File: config.mk
export PLATFORM = sky130hd
export DESIGN_NAME = mul_operand_fifo
export DESIGN_NICKNAME = d
export VERILOG_FILES = /design/src/rtl/mul_buffer_pkg.sv /design/src/rtl/mul_operand_ram.sv /design/src/rtl/mul_operand_fifo.sv
export SDC_FILE = /design/constraint.sdc
export NUM_CORES = 1
export LEC_CHECK = 0
export BUFFER_PORTS_ARGS = -buffer_cell sky130_fd_sc_hd__buf_4
export CELL_PAD_IN_SITES_DETAIL_PLACEMENT = 0
export CELL_PAD_IN_SITES_GLOBAL_PLACEMENT = 2
export CORE_UTILIZATION = 40
export CTS_CLUSTER_DIAMETER = 30
export CTS_CLUSTER_SIZE = 14
export DETAILED_ROUTE_END_ITERATION = 12
export PLACE_DENSITY = 0.81
export SYNTH_ARGS = -nofsm -noshare
export SYNTH_HDL_FRONTEND = slang
export SYNTH_SLANG_ARGS = --single-unit
export TNS_END_PERCENT = 10
File: constraint.sdc
create_clock -name clk -period 7.3 [get_ports clk]
set_input_delay 1.46 -clock clk [delete_from_list [all_inputs] [get_ports clk]]
set_output_delay 1.46 -clock clk [all_outputs]
set_load 0.01 [all_outputs]
File: src/rtl/mul_buffer_pkg.sv
// Shared constants and types for the multiplier operand buffer.
// The package defaults match the Euler datapath's native operand width.
package mul_buffer_pkg;

    localparam int DEFAULT_WIDTH = 32;
    localparam int DEFAULT_DEPTH = 4;

    typedef struct packed {
        logic [DEFAULT_WIDTH-1:0] a;
        logic [DEFAULT_WIDTH-1:0] b;
    } operand_pair_t;

endpackage

File: src/rtl/mul_operand_ram.sv
// Operand-pair register file: one synchronous write port and one asynchronous read port.
// The storage has no reset, so a flush only needs to rewind the pointers.
module mul_operand_ram
    import mul_buffer_pkg::*;
#(
    parameter int WIDTH = DEFAULT_WIDTH,
    parameter int DEPTH = DEFAULT_DEPTH,
    parameter int AW    = $clog2(DEPTH)
) (
    input  logic                 clk,
    input  logic                 wr_en,
    input  logic [AW-1:0]        wr_addr,
    input  logic [2*WIDTH-1:0]   wr_data,
    input  logic [AW-1:0]        rd_addr,
    output logic [2*WIDTH-1:0]   rd_data
);

    logic [2*WIDTH-1:0] r_mem [DEPTH];

    always_ff @(posedge clk) begin
        if (wr_en) begin
            r_mem[wr_addr] <= wr_data;
        end
    end

    // The read is combinational so the head pair falls through without an extra cycle.
    assign rd_data = r_mem[rd_addr];

endmodule

File: src/rtl/mul_operand_fifo.sv
// First-word-fall-through buffer of (a, b) operand pairs that feeds the multiplier.
// Provides valid/ready handshakes, flush, occupancy status and zeroed outputs while empty.
module mul_operand_fifo
    import mul_buffer_pkg::*;
#(
    parameter int WIDTH = DEFAULT_WIDTH,
    parameter int DEPTH = DEFAULT_DEPTH,
    parameter int AW    = $clog2(DEPTH)
) (
    input  logic             clk,
    input  logic             rst_sync,
    input  logic             flush,
    input  logic             in_valid,
    output logic             in_ready,
    input  logic [WIDTH-1:0] in_a,
    input  logic [WIDTH-1:0] in_b,
    output logic             out_valid,
    input  logic             out_ready,
    output logic [WIDTH-1:0] out_a,
    output logic [WIDTH-1:0] out_b,
    output logic [AW:0]      count,
    output logic             full,
    output logic             empty
);

    logic [AW-1:0]      r_wr_ptr;
    logic [AW-1:0]      r_rd_ptr;
    logic [AW:0]        r_count;

    logic               w_full;
    logic               w_empty;
    logic               w_push;
    logic               w_pop;
    logic               w_wr_en;
    logic [2*WIDTH-1:0] w_rd_data;

    // Full and empty come from the count so a wrapped pointer pair is never ambiguous.
    assign w_full  = (r_count == (AW+1)'(DEPTH));
    assign w_empty = (r_count == '0);

    assign in_ready  = !w_full && !flush;
    assign out_valid = !w_empty;

    assign w_push  = in_valid && in_ready;
    assign w_pop   = out_valid && out_ready;
    assign w_wr_en = w_push && !rst_sync;

    always_ff @(posedge clk) begin
        if (rst_sync || flush) begin
            r_wr_ptr <= '0;
            r_rd_ptr <= '0;
            r_count  <= '0;
        end else begin
            if (w_push) begin
                r_wr_ptr <= r_wr_ptr + AW'(1);
            end
            if (w_pop) begin
                r_rd_ptr <= r_rd_ptr + AW'(1);
            end
            case ({w_push, w_pop})
                2'b10:   r_count <= r_count + (AW+1)'(1);
                2'b01:   r_count <= r_count - (AW+1)'(1);
                default: r_count <= r_count;
            endcase
        end
    end

    mul_operand_ram #(
        .WIDTH (WIDTH),
        .DEPTH (DEPTH),
        .AW    (AW)
    ) u_ram (
        .clk     (clk),
        .wr_en   (w_wr_en),
        .wr_addr (r_wr_ptr),
        .wr_data ({in_a, in_b}),
        .rd_addr (r_rd_ptr),
        .rd_data (w_rd_data)
    );

    // Stale storage must never leak to the multiplier, so the head is masked while empty.
    assign out_a = w_empty ? '0 : w_rd_data[2*WIDTH-1:WIDTH];
    assign out_b = w_empty ? '0 : w_rd_data[WIDTH-1:0];

    assign count = r_count;
    assign full  = w_full;
    assign empty = w_empty;

endmodule

# ---- Word-level counts from Yosys, hierarchy flattened
# Memory sizes are Yosys's and may differ from the RTL's. A register that Yosys moved wholly into a read port is not among the register bits.
# Cells that the tools add are included.
dict set report word_totals {
  register_bits 7
  latch_bits 0
  ramBits 256
  mem_bits_ro 0
  output_inout_bits 71
  wordCells 29
  mem_count 1
}
# name depth width read_ports rd_clocked_by_memory_dff wr line_no
set mem_list {}
lappend mem_list {u_ram.r_mem 4 64 1 1 1 mul_operand_ram.sv:18} ;# logic [2*WIDTH-1:0] r_mem [DEPTH];
dict set report classes {
  add_sub_neg 4
  mul 0
  div 0
  n_lt_le_gt_ge 0
  eq_ne 3
  shift 0
  muxes 7
  n_bitwise 0
  n_reduce_logical 11
}
# operator count
set op_table {}
lappend op_table {{$mux 32} 2}
lappend op_table {{$pmux 3 s2} 1}
lappend op_table {{$add 2x1->2 const B} 2}
lappend op_table {{$logic_and 1x1->1} 4}
lappend op_table {{$logic_not 1->1} 4}
lappend op_table {{$mux 2} 2}
lappend op_table {{$add 3x1->3 const B} 1}
lappend op_table {{$eq 3x3->1 const B} 1}
lappend op_table {{$logic_not 3->1} 1}
lappend op_table {{$sub 3x1->3 const B} 1}
lappend op_table {{$eq 2x1->1 const B} 1}
lappend op_table {{$eq 2x2->1 const B} 1}
lappend op_table {{$mux 1} 2}
lappend op_table {{$reduce_bool 2->1} 1}
lappend op_table {{$logic_or 1x1->1} 1}

# ---- Longest topological paths before layout
# Gate-level depths: netlist (run 1).
dict set report logic_depth {
  depth_word 7
  ltp_mapped 8
  mapped_depth_nobuf 8
}

# ---- Cells and area by module
# From an unflattened synthesis (run 1), not the netlist that was laid out.
dict set report unflattened {
  hier_cells 453
  area_unflattened_um2 10178.5
}
# mod n_inst cells_each area_per_inst_um2 seq_area_each_um2
set by_module_without_submodules {}
lappend by_module_without_submodules {mul_operand_ram 1 338 9341.5 7687.4}
lappend by_module_without_submodules {mul_operand_fifo 1 115 837.1 140.1}

# ---- Worst setup path after synthesis (run 1)
# Ideal clock, no wire load.
dict set report synth_path {
  path_type {in2reg}
  startpoint {input port in_valid}
  endpoint {memory u_ram.r_mem[0][0] in the netlist's numbering, enable pin}
  arrival_ns 6.546
  required_ns 6.722
  setup_slack_ns 0.176
  path_stages 3
  path_cell_list {nor2b_1 > nand2_1 > nor3b_1}
}
dict set report synth_between {
  elab_chain_len 4
}
# item line_no
set synth_rtl {}
lappend synth_rtl {{from (decl)} mul_operand_fifo.sv:13} ;# input logic in_valid,
lappend synth_rtl {{$logic_and 1x1->1} mul_operand_fifo.sv:44} ;# assign w_push = in_valid && in_ready;
lappend synth_rtl {{$logic_and 1x1->1} mul_operand_fifo.sv:46} ;# assign w_wr_en = w_push && !rst_sync;
lappend synth_rtl {{$mux 1} mul_operand_ram.sv:21} ;# if (wr_en) begin
lappend synth_rtl {{$mux 1 (implied by the code)} mul_operand_ram.sv:22} ;# r_mem[wr_addr] <= wr_data;
lappend synth_rtl {{to (decl)} mul_operand_ram.sv:18}
# No other way between the ends.

==> results of run 1 <==
-- routing by layer --
metal | GRT usage | part of all wire
met5 | 0 | 0
met4 | 0.0519 | 0.016
met3 | 0.0485 | 0.067
met2 | 0.263 | 0.51
met1 | 0.181 | 0.40
-- worst max-delay path, cell delays in order, from the launching register on --
cell and delay [ps]:
sky130_fd_sc_hd__dfxtp_4 760, sky130_fd_sc_hd__buf_4 700, sky130_fd_sc_hd__mux4_1 630, sky130_fd_sc_hd__and2_1 190, sky130_fd_sc_hd__buf_4 140
-- final cells by class --
type / instances / area share
clock inverters: 33 / 0.0197
repair buffers: 149 / 0.0848
inverters: 7 / 0.00199
multi-input cells: 169 / 0.164
flip-flops and latches: 265 / 0.597
clock buffers: 57 / 0.102
well taps: 330 / 0.0313
-- synthesized netlist by cell type (3+ instances only) --
cell type,n,area (um^2)
sky130_fd_sc_hd__inv_1,7,26.3
sky130_fd_sc_hd__edfxtp_1,256,7690
sky130_fd_sc_hd__nand2_1,5,18.8
sky130_fd_sc_hd__or3_1,3,18.8
sky130_fd_sc_hd__and2_1,65,407
sky130_fd_sc_hd__o21ai_0,4,20.0
sky130_fd_sc_hd__mux4_2,60,1350
sky130_fd_sc_hd__ha_1,5,62.6
sky130_fd_sc_hd__clkbuf_1,6,22.5
sky130_fd_sc_hd__buf_12,6,120
sky130_fd_sc_hd__mux4_1,4,105
sky130_fd_sc_hd__buf_2,7,35.0
sky130_fd_sc_hd__nor2_1,5,18.8
sky130_fd_sc_hd__dfxtp_1,9,180
sky130_fd_sc_hd__nor3b_1,4,30.0
sky130_fd_sc_hd__a21oi_1,4,20.0
-- report_power, final --
part,switching [uW],internal (uW)
Combinational,62.1,65.6
Clock,725,1380
Sequential,5.18,1690
Total,792,3140
-- cell families after synthesis --
kind of cell | Yosys count
AND/OR/NAND/NOR | 87
buffers and inverters | 28
flip-flops | 265
adder cells (fa/ha/maj) | 6
multiplexers | 65
XOR/XNOR | 2
AO/OA/AOI/OAI | 9
-- placed cells by master, fill, tap and decap left out, drive strengths merged --
| cell type | count |
|---|---|
| clkinvlp | 7 |
| a21o | 1 |
| clkbuf | 57 |
| nor2 | 5 |
| or3 | 3 |
| dfxtp | 9 |
| bufinv | 2 |
| or3b | 1 |
| mux4 | 64 |
| ha | 5 |
| edfxtp | 256 |
| o21ai | 4 |
| and2 | 65 |
| nor3b | 4 |
| nor2b | 1 |
| a21oi | 4 |
| clkinv | 20 |
| buf | 149 |
| xor2 | 2 |
| inv | 11 |
| nand2 | 5 |
| nand3 | 1 |
| nand4b | 1 |
| or2 | 1 |
| fa | 1 |
| mux2i | 1 |
-- flip-flops by register name, indices dropped and copies added, names as in the netlist, named ones only --
name	count
count	3
r_wr_ptr	2
u_ram.r_mem	256
r_rd_ptr	2
-- per-stage QoR --
stage	hold slack, ps	instances	utilization	power (uW)
global route	523	1010	0.526	4050
CTS	474	1010	0.526	3970
finish	470	1010	0.526	3930
global placement	463	920	0.462	1840
floorplan	455	462	-	1770
detailed placement	471	920	0.462	1850
-- final timing paths --
| check | cells after the start | to | startpoint |
|---|---|---|---|
| hold / removal | 2 | register | r_rd_ptr[1] |
| setup / recovery | 4 | out_a[1] | register |
| hold reg to reg | 2 | register | r_rd_ptr[1] |
| setup reg to reg | 9 | count[2] | count[1] |
==> impl_metrics.yaml, run 1 <==
status:
  outcome: "completed"
cts:
  cts_setup_buffers: 0
  clock_tree.buffer_depth: 3
  clock_latency_ps: 540
  clock-root-buffer: "sky130_fd_sc_hd__clkbuf_16"
  clock_buffer_count_from_cts: 52
  cts_tree: "done"
  htree_levels: 2
  clkTransAtPathRegs_ps: 50
  cts_resized: 0
  post_cts_hold_buffer_count: 0
  cts.sinks: 265
floorplanning:
  design.core.area_um2: 25100
  ios: 140
  initial_utilization: 0.407
  std_cell_rows: 58
  die-area_um2: 26200
  chipHeight_um: 162
  die_w_um: 162
detailed_routing:
  vias: 5009
  detailedRoute.firstIterationViolations: 252
  detail_route.first_pass.iterations: 4
  wirelength_um: 19400
  drc: 0
  drt-wirelength-per-cell_um: 19.2
  detail-route-antenna-nets: 0
  viasPerCell: 4.96
place:
  gp_congestion: 0.726
  dp_slack_ps: 3300
  port_buffers: 139
  postPlaceCellArea_um2: 11600
  detailed_place_hpwl_um: 11100
logic_synthesis:
  post_synth_inst_count: 462
  synth_top_family_by_area: "multiplexers"
  yosys_warnings: 0
  synth_compound_area_frac: 0.00465
  synth_cell_type_count: 27
  synth.yosys.seq_area_share: 0.769
  ys_seq_elements: 265
  synthSimpleGateAreaFrac: 0.0516
  synth_fa_ha_area_frac: 0.00807
  muxShareOfSynthArea: 0.143
  post_synthesis_instance_area_um2: 10200
  mappedNetlistNets: 537
  synthArstFlopShare: 0
  synth_xor_xnor_area_share: 0.00171
  syn-mean-instance-area_um2: 22.1
  synth_edf_count: 256
  dominantRegCellSynth: "sky130_fd_sc_hd__edfxtp_1"
sta:
  post-route-period-util: 0.607
  fin_tns_setup_ps: 0
  hold_viol: 0
  timing.fmax_ghz: 0.226
  finalWorstSetupSlack_ps: 2870
  timing.slew.headroom: 0.327
  final_critical_path_time_including_i_o_delays_and_setup_ps: 4430
  grt_setup_unrepaired: "false"
  worst-slew-pin-transition_ps: 1010
  final-max-slew-violation-count: 0
  skew_ps: 20.1
  timing.final.setup_violations: 0
flow_run:
  timing.max_cap.violations: 0
global_route:
  via_count_of_the_first_global_routing_pass: 5509
  grt_util_all_layers: 0.153
  grt_antenna_before_repair: 0
  grt_pass1_wl_um: 30200
  grt_start_max_net_pins: 69
  grt_remaining_overflow: 0
cells_and_area:
  number_of_fill_cells: 2038
  flow.area_growth_from_synthesis_pct: 29.0
  register_area_um2: 7880
  fin_nets: 719
  multiInputGateArea_um2: 2160
  fraction_of_final_layout_cells_with_drive_strength_greater_than_1: 0.435
  diodes: 0
  finish.instance_area_um2: 13200
pwr:
  max-vdd-ir-drop_v: 0.000187
  power_density_nw_per_um2: 298
  power_leakage_uw: 0.00456
worst_setup_path:
  crit_required_ps: 5840
  timing.critical_path.arrival_ps: 2970
  worst_setup_path_start_kind: "register"
  worst_setup_path_end_kind: "output port"
  setup.reg_to_reg.worst_slack_ps: 4600
  timing.setup.critical_path_class: "register to output port"
  crit_path_max_fanout: 35
hold_path:
  hold_crit_path_type: "register to register"
(Power assumes the default switching activity.)
==> inputs of run 2 (changes only) <==
--- a/config.mk
+++ b/config.mk
@@ -8,11 +8,11 @@
 export BUFFER_PORTS_ARGS = -buffer_cell sky130_fd_sc_hd__buf_4
 export CELL_PAD_IN_SITES_DETAIL_PLACEMENT = 0
 export CELL_PAD_IN_SITES_GLOBAL_PLACEMENT = 2
-export CORE_UTILIZATION = 40
+export CORE_UTILIZATION = 44
 export CTS_CLUSTER_DIAMETER = 30
 export CTS_CLUSTER_SIZE = 14
 export DETAILED_ROUTE_END_ITERATION = 12
-export PLACE_DENSITY = 0.81
+export PLACE_DENSITY = 0.84
 export SYNTH_ARGS = -nofsm -noshare
 export SYNTH_HDL_FRONTEND = slang
 export SYNTH_SLANG_ARGS = --single-unit
==> constraint.sdc (replaced) <==
create_clock -name clk -period 4.4 [get_ports clk]
set_input_delay 0.88 -clock clk [delete_from_list [all_inputs] [get_ports clk]]
set_output_delay 0.88 -clock clk [all_outputs]
set_load 0.01 [all_outputs]
==> run 2 against run 1 <==
  * Hold slack better by 40 ps
  * Via count is 0.58% higher
  * Routed wire length is 1.2% higher
  * Critical path depth stayed put
  * Global-route usage is 1.5 points higher
  * Count of clock-buffer cells in the layout is 4 lower
  * Clock skew is 4.6 ps lower
  * Clock power is 73% higher
  * Sequential power is 66% higher
  * Power is 70% higher
==> impl_metrics.yaml, run 2 (synthesized netlist as in run 1, its figures left out) <==
sta:
  post-route-period-util: 0.789
  worst-slew-pin-transition_ps: 1220
  worst_hold_slack_after_final_layout_ps: 510
  timing.slew.headroom: 0.190
  timing.final.setup_violations: 0
  final-max-slew-violation-count: 0
  grt_setup_unrepaired: "false"
  timing.fmax_ghz: 0.288
  hold_viol: 0
  final_critical_path_time_including_i_o_delays_and_setup_ps: 3470
  skew_ps: 15.5
  finalWorstSetupSlack_ps: 929
pwr:
  p_int_uw: 5350
  power_frac_seq: 0.421
  netSwitchingPower_uw: 1310
  combinational_share_of_power: 0.032
  design_power_total_uw: 6660
  power_density_nw_per_um2: 505
  max-vdd-ir-drop_v: 0.000530
  clockPowerShare: 0.547
  power_leakage_uw: 0.00457
  switching_share: 0.197
worst_setup_path:
  worst_path_dominant_cell_family: "flip-flops"
  worst_path_max_delay_cell: "sky130_fd_sc_hd__dfxtp_4"
  critical_path.max_stage_delay_ps: 780
  timing.critical_path.arrival_ps: 2590
  crit_required_ps: 3520
  worst_setup_path_end_kind: "output port"
  crit_path_max_fanout: 33
  worst_path_most_repeated_cell: "sky130_fd_sc_hd__buf_4"
  worst_setup_path_start_kind: "register"
  crit_buf_inv: 2
  setup.reg_to_reg.worst_slack_ps: 1430
  timing.setup.critical_path_class: "register to output port"
  timing.critical_path.cells: "buf_4 -> mux4_2 -> and2_1 -> buf_4"
global_route:
  grt_antenna_before_repair: 1
  grt_start_max_net_pins: 69
  via_count_of_the_first_global_routing_pass: 5452
  grt_util_all_layers: 0.168
  grt_remaining_overflow: 0
  grt_pass1_wl_um: 30200
cts:
  clkTransAtPathRegs_ps: 50
  cts_resized: 0
  clock_latency_ps: 510
  htree_levels: 2
  cts.sinks: 265
  clock_tree.buffer_depth: 3
  clock_buffer_count_from_cts: 48
  post_cts_hold_buffer_count: 0
  clock-root-buffer: "sky130_fd_sc_hd__clkbuf_16"
  cts_setup_buffers: 0
  cts_tree: "done"
floorplanning:
  chipHeight_um: 154
  die-area_um2: 23900
  initial_utilization: 0.450
  ios: 140
  die_w_um: 154
  std_cell_rows: 55
  design.core.area_um2: 22700
cells_and_area:
  largest_reg_flops: 256
  top_register: "u_ram.r_mem"
  diodes: 0
  final_cell_mix: "256 x sky130_fd_sc_hd__edfxtp_1, 143 x sky130_fd_sc_hd__buf_4, 65 x sky130_fd_sc_hd__and2_1"
  finalCoreUtilization: 0.581
  number_of_fill_cells: 1707
  layout_commonest_cell: "sky130_fd_sc_hd__edfxtp_1"
  register_area_um2: 7880
  flow.area_growth_from_synthesis_pct: 28.9
  fraction_of_final_layout_cells_with_drive_strength_greater_than_1: 0.440
  multiInputGateArea_um2: 2160
  fin_nets: 712
  finish.instance_area_um2: 13200
place:
  postPlaceCellArea_um2: 11600
  port_buffers: 139
  detailed_place_hpwl_um: 10800
  gp_congestion: 0.701
  dp_slack_ps: 1330
detailed_routing:
  drc: 0
  wirelength_um: 19700
  detail-route-antenna-nets: 0
  vias: 5038
  drt-wirelength-per-cell_um: 20.5
  viasPerCell: 5.25
  detail_route.first_pass.iterations: 4
  detailedRoute.firstIterationViolations: 310
hold_path:
  hold_crit_path_type: "register to register"
status:
  outcome: "completed"
flow_run:
  timing.max_cap.violations: 0
run 2: cell types whose count changed in the layout (fill, tap and decap cells not counted), sizes merged:
cell | previous run | this run
clkinvlp | 7 | 8
clkinv | 20 | 16
bufinv | 2 | 7
buf | 149 | 146
clkbuf | 57 | 53
run 2: cell type report:
| type | instances | area share |
|---|---|---|
| clock buffer | 53 | 0.0941 |
| clock inverter | 35 | 0.0296 |
| inverter | 7 | 0.00199 |
| multi-input combinational | 169 | 0.164 |
| sequential | 265 | 0.597 |
| tap | 285 | 0.0270 |
| timing repair buffer | 146 | 0.0860 |
run 2: per-layer routing:
layer	part of all wire	GRT usage	up-vias
met5	0.00066	0	-
met4	0.014	0.0490	2
met3	0.072	0.0538	32
met2	0.50	0.277	160
met1	0.41	0.215	2604
li1	-	-	2240
run 2: per-stage QoR:
stage          setup TNS, ps  cells
3_3_place_gp               0    872
3_5_place_dp               0    872
6_report                   0    960
5_1_grt                    0    960
2_1_floorplan        -547610    462
4_1_cts                    0    960
run 2: path summary, 6_finish.rpt:
kind | start | end | cells past startpoint
min | r_wr_ptr[1] | r_wr_ptr[1] | 2
max reg2reg | count[1] | count[2] | 8
min reg2reg | r_wr_ptr[1] | r_wr_ptr[1] | 2
max | register | out_b[15] | 4
run 2: power by group through the flow:
| stage | Sequential (uW) | Combinational (uW) | Clock [uW] |
|---|---|---|---|
| floorplan | 2850 | 88.2 | 0 |
| detailed placement | 2850 | 216 | 0 |
| CTS | 2800 | 217 | 3700 |
| finish | 2800 | 213 | 3650 |
| global route | 2800 | 231 | 3820 |
| global placement | 2850 | 209 | 0 |
run 2: tightest hold or removal path, cell delays in order, from the launching register on:
cell                      delay [ps]
sky130_fd_sc_hd__dfxtp_1         330
sky130_fd_sc_hd__nand2_1          70
sky130_fd_sc_hd__mux2i_1          60
==> inputs of run 3 (changes only) <==
--- a/config.mk
+++ b/config.mk
@@ -8,11 +8,11 @@
 export BUFFER_PORTS_ARGS = -buffer_cell sky130_fd_sc_hd__buf_4
 export CELL_PAD_IN_SITES_DETAIL_PLACEMENT = 0
 export CELL_PAD_IN_SITES_GLOBAL_PLACEMENT = 2
-export CORE_UTILIZATION = 44
+export CORE_UTILIZATION = 40
 export CTS_CLUSTER_DIAMETER = 30
 export CTS_CLUSTER_SIZE = 14
 export DETAILED_ROUTE_END_ITERATION = 12
-export PLACE_DENSITY = 0.84
+export PLACE_DENSITY = 0.81
 export SYNTH_ARGS = -nofsm -noshare
 export SYNTH_HDL_FRONTEND = slang
 export SYNTH_SLANG_ARGS = --single-unit
==> constraint.sdc (replaced) <==
create_clock -name clk -period 3.04 [get_ports clk]
set_input_delay 0.608 -clock clk [delete_from_list [all_inputs] [get_ports clk]]
set_output_delay 0.608 -clock clk [all_outputs]
set_load 0.01 [all_outputs]
==> run 3 against run 2 <==
  * Register-to-register slack got worse by 830 ps
  * Sequential power rose by 45%
  * Final area grew 1.0%
  * Worst setup slack got worse by 700 ps
  * Die area grew 9.9%
  * Cell count is 5.7% higher
  * Core utilization shrank 5.0 points
  * Largest power group unchanged
==> impl_metrics.yaml, run 3 (synthesized netlist as in run 1, its figures left out) <==
worst_setup_path:
  worst_path_dominant_cell_family: "multiplexers"
  critical_path.max_stage_delay_ps: 590
  crit-reg2reg-launch: "count[2]"
  timing.critical_path.cells: "buf_4 -> mux4_2 -> and2_1 -> buf_4"
  reg2reg_depth: 8
  crit_required_ps: 2430
  timing.critical_path.arrival_ps: 2210
  crit_buf_inv: 2
  timing.setup.critical_path_class: "register to output port"
  worst_setup_path_start_kind: "register"
  crit_path_max_fanout: 24
  regToRegEndpoint: "count[2]"
  setup.reg_to_reg.worst_slack_ps: 600
  worst_path_max_delay_cell: "sky130_fd_sc_hd__mux4_2"
  worst_setup_path_end_kind: "output port"
  worst_path_most_repeated_cell: "sky130_fd_sc_hd__buf_4"
detailed_routing:
  vias: 5023
  viasPerCell: 4.95
  detail-route-antenna-nets: 0
  wirelength_um: 19400
  detail_route.first_pass.iterations: 6
  drc: 0
  detailedRoute.firstIterationViolations: 258
  drt-wirelength-per-cell_um: 19.1
pwr:
  power_leakage_uw: 0.00462
  combinational_share_of_power: 0.033
  max-vdd-ir-drop_v: 0.000480
  switching_share: 0.193
  power_frac_seq: 0.426
  netSwitchingPower_uw: 1840
  p_int_uw: 7690
  clockPowerShare: 0.541
  power_density_nw_per_um2: 715
place:
  gp_congestion: 0.733
  detailed_place_hpwl_um: 11100
  port_buffers: 139
  dp_slack_ps: 575
floorplanning:
  die_w_um: 162
  design.core.area_um2: 25100
  std_cell_rows: 58
  initial_utilization: 0.407
  ios: 140
  die-area_um2: 26200
  chipHeight_um: 162
sta:
  fin_tns_setup_ps: 0
  skew_ps: 8.65
  worst_hold_slack_after_final_layout_ps: 288
  final-max-slew-violation-count: 0
  worst-slew-pin-transition_ps: 697
  timing.final.setup_violations: 0
  hold_viol: 0
  timing.fmax_ghz: 0.355
  post-route-period-util: 0.926
  timing.slew.headroom: 0.535
  grt_setup_unrepaired: "false"
  final_critical_path_time_including_i_o_delays_and_setup_ps: 2810
  finalWorstSetupSlack_ps: 225
cts:
  clock-root-buffer: "sky130_fd_sc_hd__clkbuf_16"
  clkTransAtPathRegs_ps: 40
  cts_tree: "done"
  clock_latency_ps: 520
  cts.sinks: 265
  clock_buffer_count_from_cts: 51
  clock_tree.buffer_depth: 3
  htree_levels: 2
global_route:
  grt_util_all_layers: 0.154
  grt_remaining_overflow: 0
  via_count_of_the_first_global_routing_pass: 5531
  grt_pass1_wl_um: 30300
  grt_antenna_before_repair: 1
  grt_start_max_net_pins: 46
cells_and_area:
  layout_commonest_cell: "sky130_fd_sc_hd__edfxtp_1"
  fin_nets: 721
  flow.area_growth_from_synthesis_pct: 30.2
  final_cell_mix: "256 x sky130_fd_sc_hd__edfxtp_1, 149 x sky130_fd_sc_hd__buf_4, 65 x sky130_fd_sc_hd__and2_1"
  fraction_of_final_layout_cells_with_drive_strength_greater_than_1: 0.433
  largest_reg_flops: 256
  top_register: "u_ram.r_mem"
hold_path:
  worst_hold_path.endpoint: "u_ram.r_mem[1][14]"
  hp-start: "in_b[14]"
  hold_crit_path_type: "input pin to register"
  timing.hold.worst_path_depth: 1
status:
  outcome: "completed"
flow_run:
  timing.max_cap.violations: 0
run 3: timing repair:
| action | in CTS | in global routing |
|---|---|---|
| gates resized for setup | 0 | 1 |
| buffers inserted | 0 | 0 |
| endpoints found under the setup margin | 0 | 32 |
| hold buffers | 0 | 0 |
run 3: routing by layer:
layer | track usage | routed length [um]
met1 | 0.183 | 7850
met2 | 0.270 | 9970
met3 | 0.0398 | 1190
met4 | 0.0527 | 410
met5 | 0 | 0
run 3: power groups by stage:
| stage | Sequential, uW | Combinational (uW) | Clock (uW) |
|---|---|---|---|
| finish | 4060 | 316 | 5150 |
| global route | 4060 | 344 | 5430 |
| CTS | 4060 | 323 | 5250 |
| detailed placement | 4120 | 322 | 0 |
| global placement | 4120 | 310 | 0 |
| floorplan | 4120 | 131 | 0 |
run 3: layout make-up:
class                           instances  area, um^2
Fill cell                            2053       11800
Clock inverter                         30         267
Multi-Input combinational cell        169        2200
Clock buffer                           61        1360
Tap cell                              330         413
Inverter                                7        26.3
Sequential cell                       265        7880
Timing Repair Buffer                  152        1180
Antenna cell                            1        2.50
run 3: through the flow:
stage	area (um^2)	instances	power, uW	utilization
global placement	11700	923	4430	0.466
detailed placement	11700	923	4440	0.466
global route	13300	1014	9830	0.530
CTS	13300	1014	9630	0.530
floorplan	10300	462	4260	-
finish	13300	1015	9520	0.530
run 3: how the worst max path moves through the flow:
stage	startpoint	endpoint	slack (ps)	depth (start not counted)
final	register	out_a[23]	230	4
after global routing	register	out_a[25]	110	4
after CTS	count[1]	out_a[31]	20	4
after detailed placement	count[1]	out_a[31]	570	4
after global placement	count[1]	out_a[31]	610	4
after floorplan	in_valid	u_ram.r_mem[2][0]	5	3
